**config.mk**
```make
export PLATFORM = sky130hd
export DESIGN_NAME = rst_seq
export DESIGN_NICKNAME = d
export VERILOG_FILES = /design/src/rtl/rst_seq_pkg.sv /design/src/rtl/rst_seq_sync.sv /design/src/rtl/rst_seq.sv
export SDC_FILE = /design/constraint.sdc
export NUM_CORES = 1
export LEC_CHECK = 0
export CELL_PAD_IN_SITES_DETAIL_PLACEMENT = 0
export CELL_PAD_IN_SITES_GLOBAL_PLACEMENT = 1
export CORE_UTILIZATION = 49
export DETAILED_ROUTE_END_ITERATION = 16
export PLACE_DENSITY = 0.82
export RECOVER_POWER = 100
export SYNTH_ARGS = -nofsm -noshare
export SYNTH_HDL_FRONTEND = slang
export SYNTH_HIERARCHICAL = 1
export SYNTH_SLANG_ARGS = --single-unit
```
**constraint.sdc**
```tcl
create_clock -name clk -period 6 [get_ports clk]
set_clock_uncertainty 0.2 [all_clocks]
set_input_delay 0.6 -clock clk [delete_from_list [all_inputs] [get_ports clk]]
set_output_delay 0.6 -clock clk [all_outputs]
set_load 0.02 [all_outputs]
```
**src/rtl/rst_seq_pkg.sv**
```systemverilog
// Shared types and helpers for the reset/clock bring-up sequencer.
// No logic of its own; pure elaboration-time definitions.
// No flow control.
package rst_seq_pkg;

    // Sequencer states in bring-up order; FAIL is terminal until sw_req/reset.
    typedef enum logic [2:0] {
        ST_HOLD,
        ST_DCM,
        ST_LOCK,
        ST_REL,
        ST_DONE,
        ST_FAIL
    } state_t;

    // Bits needed to hold values 0..value-1, never less than 1 so that
    // degenerate parameters still give a legal vector width.
    function automatic int clog2(input int value);
        int r;
        r = 0;
        for (int i = 0; i < 32; i++) begin
            if ((longint'(1) << i) < longint'(value)) begin
                r = i + 1;
            end
        end
        return (r < 1) ? 1 : r;
    endfunction

endpackage

```
**src/rtl/rst_seq_sync.sv**
```systemverilog
// Two-flop synchroniser for a single asynchronous level.
// Latency: 2 clock cycles from input change to o_q.
// No flow control; resets to 0 so a lock is never assumed during reset.
module rst_seq_sync (
    input  logic i_clk,
    input  logic i_rst,
    input  logic i_d,
    output logic o_q
);

    logic r_meta;
    logic r_sync;

    // First stage may go metastable; second stage gives a clean level.
    always_ff @(posedge i_clk or posedge i_rst) begin
        if (i_rst) begin
            r_meta <= 1'b0;
            r_sync <= 1'b0;
        end else begin
            r_meta <= i_d;
            r_sync <= r_meta;
        end
    end

    assign o_q = r_sync;

endmodule

```
**src/rtl/rst_seq.sv**
```systemverilog
// Reset/clock bring-up sequencer: GTS hold, DCM reset + lock wait with retry, ordered domain release.
// Latency: outputs are registered; lock changes act 2 cycles late through the synchroniser.
// No flow control; sw_req is a single-cycle pulse honoured in every state except HOLD.
module rst_seq
    import rst_seq_pkg::*;
#(
    parameter int N_DOM        = 4,
    parameter int CNT_W        = 16,
    parameter int GTS_CYC      = 20,
    parameter int DCM_PULSE    = 10,
    parameter int LOCK_STABLE  = 4,
    parameter int LOCK_TIMEOUT = 1000,
    parameter int MAX_RETRY    = 3,
    parameter int REL_GAP      = 10
) (
    input  logic                            clk,
    input  logic                            reset,
    input  logic                            dcm_locked,
    input  logic                            sw_req,
    output logic                            gts,
    output logic                            dcm_rst,
    output logic [N_DOM-1:0]                dom_rst,
    output logic                            seq_done,
    output logic                            seq_fail,
    output logic [clog2(MAX_RETRY+1)-1:0]   retry_cnt
);

    localparam int     RW          = clog2(MAX_RETRY + 1);
    localparam int     SW          = clog2(LOCK_STABLE + 1);
    localparam longint L_CNT_MAX   = (longint'(1) << CNT_W) - 1;

    // Every timed phase must be reachable by the shared counter.
    if (longint'(GTS_CYC) > L_CNT_MAX || longint'(DCM_PULSE) > L_CNT_MAX ||
        longint'(LOCK_TIMEOUT) > L_CNT_MAX || longint'(REL_GAP) > L_CNT_MAX ||
        longint'(LOCK_STABLE) > L_CNT_MAX || GTS_CYC < 1 || DCM_PULSE < 1 ||
        LOCK_TIMEOUT < 1 || REL_GAP < 1 || LOCK_STABLE < 1) begin : g_bad_timing
        $error("rst_seq: timing parameter does not fit the CNT_W counter");
    end
    if (N_DOM < 1 || N_DOM > 16) begin : g_bad_ndom
        $error("rst_seq: N_DOM must be 1..16");
    end

    localparam logic [CNT_W-1:0] L_GTS_END   = CNT_W'(GTS_CYC - 1);
    localparam logic [CNT_W-1:0] L_DCM_END   = CNT_W'(DCM_PULSE - 1);
    localparam logic [CNT_W-1:0] L_TMO_END   = CNT_W'(LOCK_TIMEOUT - 1);
    localparam logic [CNT_W-1:0] L_GAP_END   = CNT_W'(REL_GAP - 1);
    localparam logic [SW-1:0]    L_STAB_END  = SW'(LOCK_STABLE - 1);
    localparam logic [RW-1:0]    L_RETRY_MAX = RW'(MAX_RETRY);
    localparam logic [N_DOM-1:0] L_ALL_RST   = {N_DOM{1'b1}};

    state_t           r_state;
    logic [CNT_W-1:0] r_cnt;
    logic [SW-1:0]    r_stab;
    logic             r_gts;
    logic             r_dcm_rst;
    logic [N_DOM-1:0] r_dom_rst;
    logic             r_seq_done;
    logic             r_seq_fail;
    logic [RW-1:0]    r_retry;

    state_t           w_state_nxt;
    logic             w_cnt_clr;
    logic [SW-1:0]    w_stab_nxt;
    logic             w_gts_nxt;
    logic             w_dcm_nxt;
    logic [N_DOM-1:0] w_dom_nxt;
    logic             w_done_nxt;
    logic             w_fail_nxt;
    logic [RW-1:0]    w_retry_nxt;
    logic             w_lk;

    rst_seq_sync u_lock_sync (
        .i_clk (clk),
        .i_rst (reset),
        .i_d   (dcm_locked),
        .o_q   (w_lk)
    );

    // Next state and next registered outputs. Domain release is a left
    // shift of the reset vector, so bits can only fall in index order and
    // every reassertion loads all ones at once.
    always_comb begin
        w_state_nxt = r_state;
        w_cnt_clr   = 1'b0;
        w_stab_nxt  = '0;
        w_gts_nxt   = r_gts;
        w_dcm_nxt   = r_dcm_rst;
        w_dom_nxt   = r_dom_rst;
        w_done_nxt  = r_seq_done;
        w_fail_nxt  = r_seq_fail;
        w_retry_nxt = r_retry;

        case (r_state)
            ST_HOLD: begin
                if (r_cnt == L_GTS_END) begin
                    w_state_nxt = ST_DCM;
                    w_gts_nxt   = 1'b0;
                    w_dcm_nxt   = 1'b1;
                end
            end
            ST_DCM: begin
                if (r_cnt == L_DCM_END) begin
                    w_state_nxt = ST_LOCK;
                    w_dcm_nxt   = 1'b0;
                end
            end
            ST_LOCK: begin
                if (w_lk) begin
                    w_stab_nxt = r_stab + SW'(1);
                end
                // Success is tested first so it wins over a coincident timeout.
                if (w_lk && r_stab == L_STAB_END) begin
                    w_state_nxt = ST_REL;
                    w_retry_nxt = '0;
                    w_dom_nxt   = r_dom_rst << 1;
                end else if (r_cnt == L_TMO_END) begin
                    if (r_retry < L_RETRY_MAX) begin
                        w_retry_nxt = r_retry + RW'(1);
                        w_state_nxt = ST_DCM;
                        w_dcm_nxt   = 1'b1;
                    end else begin
                        w_state_nxt = ST_FAIL;
                        w_fail_nxt  = 1'b1;
                    end
                end
            end
            ST_REL: begin
                if (!w_lk) begin
                    w_dom_nxt   = L_ALL_RST;
                    w_state_nxt = ST_DCM;
                    w_dcm_nxt   = 1'b1;
                end else if (r_dom_rst == '0) begin
                    w_state_nxt = ST_DONE;
                    w_done_nxt  = 1'b1;
                end else if (r_cnt == L_GAP_END) begin
                    w_dom_nxt = r_dom_rst << 1;
                    w_cnt_clr = 1'b1;
                end
            end
            ST_DONE: begin
                if (!w_lk) begin
                    w_done_nxt  = 1'b0;
                    w_dom_nxt   = L_ALL_RST;
                    w_state_nxt = ST_DCM;
                    w_dcm_nxt   = 1'b1;
                end
            end
            ST_FAIL: begin
                w_dom_nxt = L_ALL_RST;
                w_dcm_nxt = 1'b0;
            end
            default: begin
                w_state_nxt = ST_HOLD;
            end
        endcase

        // Software re-sequence outranks lock loss and timeout.
        if (sw_req && r_state != ST_HOLD) begin
            w_state_nxt = ST_DCM;
            w_cnt_clr   = 1'b1;
            w_gts_nxt   = 1'b0;
            w_dcm_nxt   = 1'b1;
            w_dom_nxt   = L_ALL_RST;
            w_done_nxt  = 1'b0;
            w_fail_nxt  = 1'b0;
            w_retry_nxt = '0;
        end

        if (w_state_nxt != ST_LOCK || r_state != ST_LOCK) begin
            w_stab_nxt = '0;
        end
    end

    // State, counters and output registers; async reset gives the safe state at once.
    always_ff @(posedge clk or posedge reset) begin
        if (reset) begin
            r_state    <= ST_HOLD;
            r_cnt      <= '0;
            r_stab     <= '0;
            r_gts      <= 1'b1;
            r_dcm_rst  <= 1'b0;
            r_dom_rst  <= L_ALL_RST;
            r_seq_done <= 1'b0;
            r_seq_fail <= 1'b0;
            r_retry    <= '0;
        end else begin
            r_state    <= w_state_nxt;
            r_stab     <= w_stab_nxt;
            r_gts      <= w_gts_nxt;
            r_dcm_rst  <= w_dcm_nxt;
            r_dom_rst  <= w_dom_nxt;
            r_seq_done <= w_done_nxt;
            r_seq_fail <= w_fail_nxt;
            r_retry    <= w_retry_nxt;
            if (w_state_nxt != r_state || w_cnt_clr) begin
                r_cnt <= '0;
            end else if (r_cnt != '1) begin
                r_cnt <= r_cnt + CNT_W'(1);
            end
        end
    end

    assign gts       = r_gts;
    assign dcm_rst   = r_dcm_rst;
    assign dom_rst   = r_dom_rst;
    assign seq_done  = r_seq_done;
    assign seq_fail  = r_seq_fail;
    assign retry_cnt = r_retry;

endmodule
```
== After elaboration in Yosys (flattened, before gate mapping) ==
Index checks and enable logic that the tools add are counted.
Storage, ports and cells
  register bits: 34
  input port bits: 4
  word-level logic and storage cells: 119
Operators by class
  $add $sub $neg: 3
  order comparisons: 1
  eq/ne operators: 27
  mux-type cells: 53
  reductions and logical operators: 24
Operators by type and width (number)
  $mux W3: 12
  $mux W16: 2
  $ne A3 B3 Y1 const B: 9
  $mux W1: 24
  $mux W4: 6
  $pmux W3 S6: 1
  $add A16 B1 Y16 const B: 1
  $eq A16 B10 Y1 const B: 1
  $eq A16 B4 Y1 const B: 1
  $eq A16 B5 Y1 const B: 1
  $ne A16 B16 Y1 const B: 1
  $pmux W4 S4: 1
  $reduce_bool A3 Y1: 4
  $mux W2: 5
  $reduce_bool A2 Y1: 5
  $eq A3 B2 Y1 const B: 3
  $ne A3 B2 Y1 const B: 3
  $ne A4 B4 Y1 const B: 2
  $reduce_and A4 Y1: 2
  $reduce_and A7 Y1: 1
  $eq A3 B3 Y1 const B: 2
  $reduce_bool A6 Y1: 1
  $pmux W1 S5: 1
  $reduce_and A5 Y1: 1
  other kinds (15): 18

== Longest topological paths before layout ==
  word-level depth: 9
  gate-level depth with buffers: 9

== Hierarchy ==
Netlist, hierarchy kept.
By module, submodules not included
  rst_seq: instances 1, cells an instance 223, area each 2043.2 µm², seq. area each 807.0 µm²
  rst_seq_sync: instances 1, cells an instance 3, area each 53.8 µm², seq. area each 50.0 µm²

== Worst setup path after synthesis ==
No wires, ideal clock.
  path kind: register to register
  start: register r_state[0]
  end: register r_cnt[12]
  library setup time: 0.129 ns
  arrival time: 2.050 ns
  data required time: 5.671 ns
  path slack: 3.621 ns
  cell stages (with the launch flop): 8
  cells stage by stage: dfrtp_1 or3b_1 or4_1 o2bb2ai_1 and4bb_4 mux2i_4 buf_6 nor4_2
Between the ends
  word-level cells in the longest chain between the ends: 7
Ends and longest elaborated chain
  start, declared: RTL line rst_seq.sv:51  | state_t r_state;
  start signal, assigned: RTL line rst_seq.sv:187  | r_state <= w_state_nxt;
  $mux W3 (on tied branches): RTL line rst_seq.sv:132, rst_seq.sv:116
  $mux W3 (on tied branches): RTL line rst_seq.sv:128, rst_seq.sv:112
  $pmux W3 S6: RTL line rst_seq.sv:93  | case (r_state)
  $mux W3: RTL line rst_seq.sv:158  | if (sw_req && r_state != ST_HOLD) begin
  $ne A3 B3 Y1: RTL line rst_seq.sv:195  | if (w_state_nxt != r_state || w_cnt_clr) begin
  $logic_or A1 B1 Y1 *: RTL line rst_seq.sv:195
  $mux W16 or $reduce_bool A2 Y1 (tied branches)
  end signal, assigned: RTL line rst_seq.sv:198  | r_cnt <= r_cnt + CNT_W'(1);
  end, declared: RTL line rst_seq.sv:52  | logic [CNT_W-1:0] r_cnt;
Every way passes the cells marked *; elsewhere a longest branch is shown, timed or not.
A chain may end at the register's enable or synchronous reset.

== Worst setup path in the final report ==
  start: register r_state[0]
  end: register r_cnt[7]
Same word-level chain as after synthesis.

==> metrics.txt <==
number of DRC markers after the initial detailed-route iteration 116; startpoint-to-endpoint class of the critical path reg2reg; area growth from synthesis to layout 10.68%; Buf+Inv Stages, Crit Path 0; port buffer count 13; hold buffers post-CTS 0; Routed WL 4.579 mm; number of setup violations in the final report 0; Synth Cell Area 2097 um^2; floorplan core area 4058 um^2; end-of-flow core utilization 57.20%; outcome complete, but fails checks; worst min-delay path class reg2reg; proportion of synthesized chip area in sequential cells 40.87%; CP delay by family, top simple AND/OR/NAND/NOR gates; max incr delay on CP 1170 ps; routability congestion estimate 0.8654; Max Clk Rate 266.7 MHz; vias in the first global route 1688; GRT Overall Usage 23.57%; Finished Layout Cells 289; largest cells by area after synthesis dfrtp_1 (35%), dfstp_2 (6.3%), nor2_1 (3.8%); wire length on met2 2.247 mm; pre-CTS WS 2775 ps; element type at the critical path start flop; level count of the clock H-tree 2; height of the chip 67.42 um; total nets after synthesis 235; Synth cell types 56; setup slack of the critical path after layout 2251 ps; leakage power summed over all cells 0.9835 nW; sum of negative setup slack 0 ps; start point of the worst hold path u_lock_sync/r_meta; post-synthesis average cell area 9.279 um^2; Critical R2R Launch r_state[0]; Post-synth EDFFs 0; shortest clock period the worst path allows after layout 3749 ps; die outline width 67.42 um; top layer in use met4; fraction of layout cells with a size suffix above 1 10.04%; clock sinks 34; kind of capture point of the worst setup path flop; cell taking the most area after synthesis dfrtp_1; number of vias after detailed routing 1743; wire length on met1 1.995 mm; cells traversed along the worst timing path or3b_1 > or4_1 > o2bb2ai_1 > and4bb_1 > mux2i_1 > a2111oi_0; Max Cap Violations 1; Post-synth top cells dfrtp_1 (29), nor2_1 (21), inv_1 (17); register bit total from synthesis 34; relative slew slack -4.277%; pin slew with the least headroom to its limit 1521 ps; YS warnings 6; power per standard cell area 298.4 nW/um^2; Fill cells 368; Cells after DPL 281; most numerous cell in the Yosys netlist dfrtp_1; I/O pin total 14; final worst-path cycle share 62.49%; number of resized instances in the post-cts repair step 0; Slowest-stage cell, CP mux2i_1; Peak VDD IR 188.8 uV; most used flip-flop cell after synthesis dfrtp_1; top fanout value on the critical path 16; number of antenna violations at the first check in global routing 0; Worst R2R Path Depth 6; maximum number of buffers from clock root to sink 2; Max Slew Vio Count 17; overall die area 4545 um^2; CTS tree yes; violations in the final reports capacitance limit, slew limit; initial core utilization 51.68%; area share of the largest cell type after synthesis 34.61%; start point of the critical path r_state[0]; Hold EP u_lock_sync/o_q; Worst Hold Slack 167.3 ps; flop2flop setup slack 2250 ps; maximum number of pins on one net before global-route repair 22; routed length on met3 222 um; CP arrival 3620 ps; vias per cell 6.031; CTS Root Cell clkbuf_8; number of DRC violations after detailed routing 0; global-route wire length before repair 7.831 mm; number of failing hold endpoints at the final stage 0; post-detailed-route count of antenna-violating nets 0; number of buffers inserted during clock tree synthesis 5; # diodes 0; sum of net half-perimeters after detailed placement 3.304 mm; setup repair after global routing missed its margin false; Post-Synthesis Cells 226; Layout Nets 247; number of iterations in the first detailed-routing pass 4; Remaining Overflow, GRT 0; wire length per cell 15.84 um; hold path cells 0; clock latency at the later pin of the worst-skew pair 290 ps; number of rows in the core area 23; CTS clk-pin slew, worst paths 80 ps; reg-to-reg critical path endpoint r_cnt[7]; post-synthesis async set-or-reset flop share 100.0%; post-CTS setup-driven buffer insertion count 0; worst path required time 5880 ps
==> area by class of cell <==
class	count	area, um^2	share of cell area (%)
Sequential cell	34	857.1	36.93
Tap cell	50	62.56	2.695
Multi-Input combinational cell	166	1095	47.17
Clock buffer	5	68.82	2.965
Clock inverter	3	40.04	1.725
Inverter	17	63.81	2.749
Timing Repair Buffer	14	133.9	5.768
==> kinds of logic (layout without fill, tap and decap cells) <==
logic type	after synthesis	after routing	share of synthesized area, %
simple gates	104	104	30.19
compound gates	45	45	14.50
flops	34	34	40.87
buf+inv	26	39	5.489
xor+xnor	7	7	2.924
fa+ha+maj	5	5	2.983
mux	5	5	3.043
==> stage by stage <==
stage,total power (W),instance area [um^2]
finish,0.0006925,2321
detailed placement,0.0005022,2246
global placement,0.0004965,2246
CTS,0.0007153,2355
global route,0.0007407,2321
floorplan,0.0004498,2097
==> worst max path at each step <==
stage | cells past startpoint | end | slack (ps)
global placement | 6 | r_cnt[10] | 2860
detailed placement | 6 | r_cnt[5] | 2780
CTS | 6 | r_cnt[5] | 2980
finish | 6 | r_cnt[7] | 2250
floorplan | 7 | r_cnt[12] | 3620
global route | 6 | r_cnt[7] | 1890
==> report_power, final <==
part	internal, W	total (W)	switching, W
clock network	0.000122	0.000211	0.0000887
logic	0.0000690	0.000179	0.000110
registers	0.000263	0.000303	0.0000396
total	0.000454	0.000693	0.000238
==> worst reg2reg max path, stage by stage, from the launching register on <==
cell and delay [ps]:
dfrtp_1 530, or3b_1 520, or4_1 530, o2bb2ai_1 140, and4bb_1 230, mux2i_1 1170
a2111oi_0 220
==> metal layers <==
layer / up-vias / global-route usage [%]
met2: 50 / 37.25
met5: - / 0
met3: 12 / 6.926
met1: 829 / 28.33
li1: 852 / -
met4: 0 / 13.83
==> state kept, by name (all words and copies together) (netlist names) <==
signal              count
dcm_rst                 1
dom_rst                 4
gts                     1
r_cnt                  16
r_stab                  3
r_state                 3
retry_cnt               2
seq_done                1
seq_fail                1
u_lock_sync/o_q         1
u_lock_sync/r_meta      1
==> cells in the final DEF, fill, tap and decap left out, types with 2 or more instances in the layout <==
cell type	instances
nor4_1	5
dfrtp_1	29
and4_1	3
nand2_1	13
or3_1	3
dlygate4sd3_1	13
or3b_1	2
clkinv_2	2
ha_1	5
nor2b_1	2
clkbuf_8	5
or4_1	3
xor2_1	3
and3_1	4
inv_1	17
dfstp_2	5
nor3_1	9
o21bai_1	2
a211oi_1	2
a22oi_1	2
and2_1	3
nand4_1	4
nor2_1	21
nand3b_1	2
a21oi_1	9
nor3_2	7
and3b_1	3
nand2b_1	3
nand3_1	9
o21ai_0	10
a2111oi_0	6
o2111ai_1	2
mux2i_1	4
xnor2_1	4
a31oi_1	2
Power figures use the tool's default switching activity.
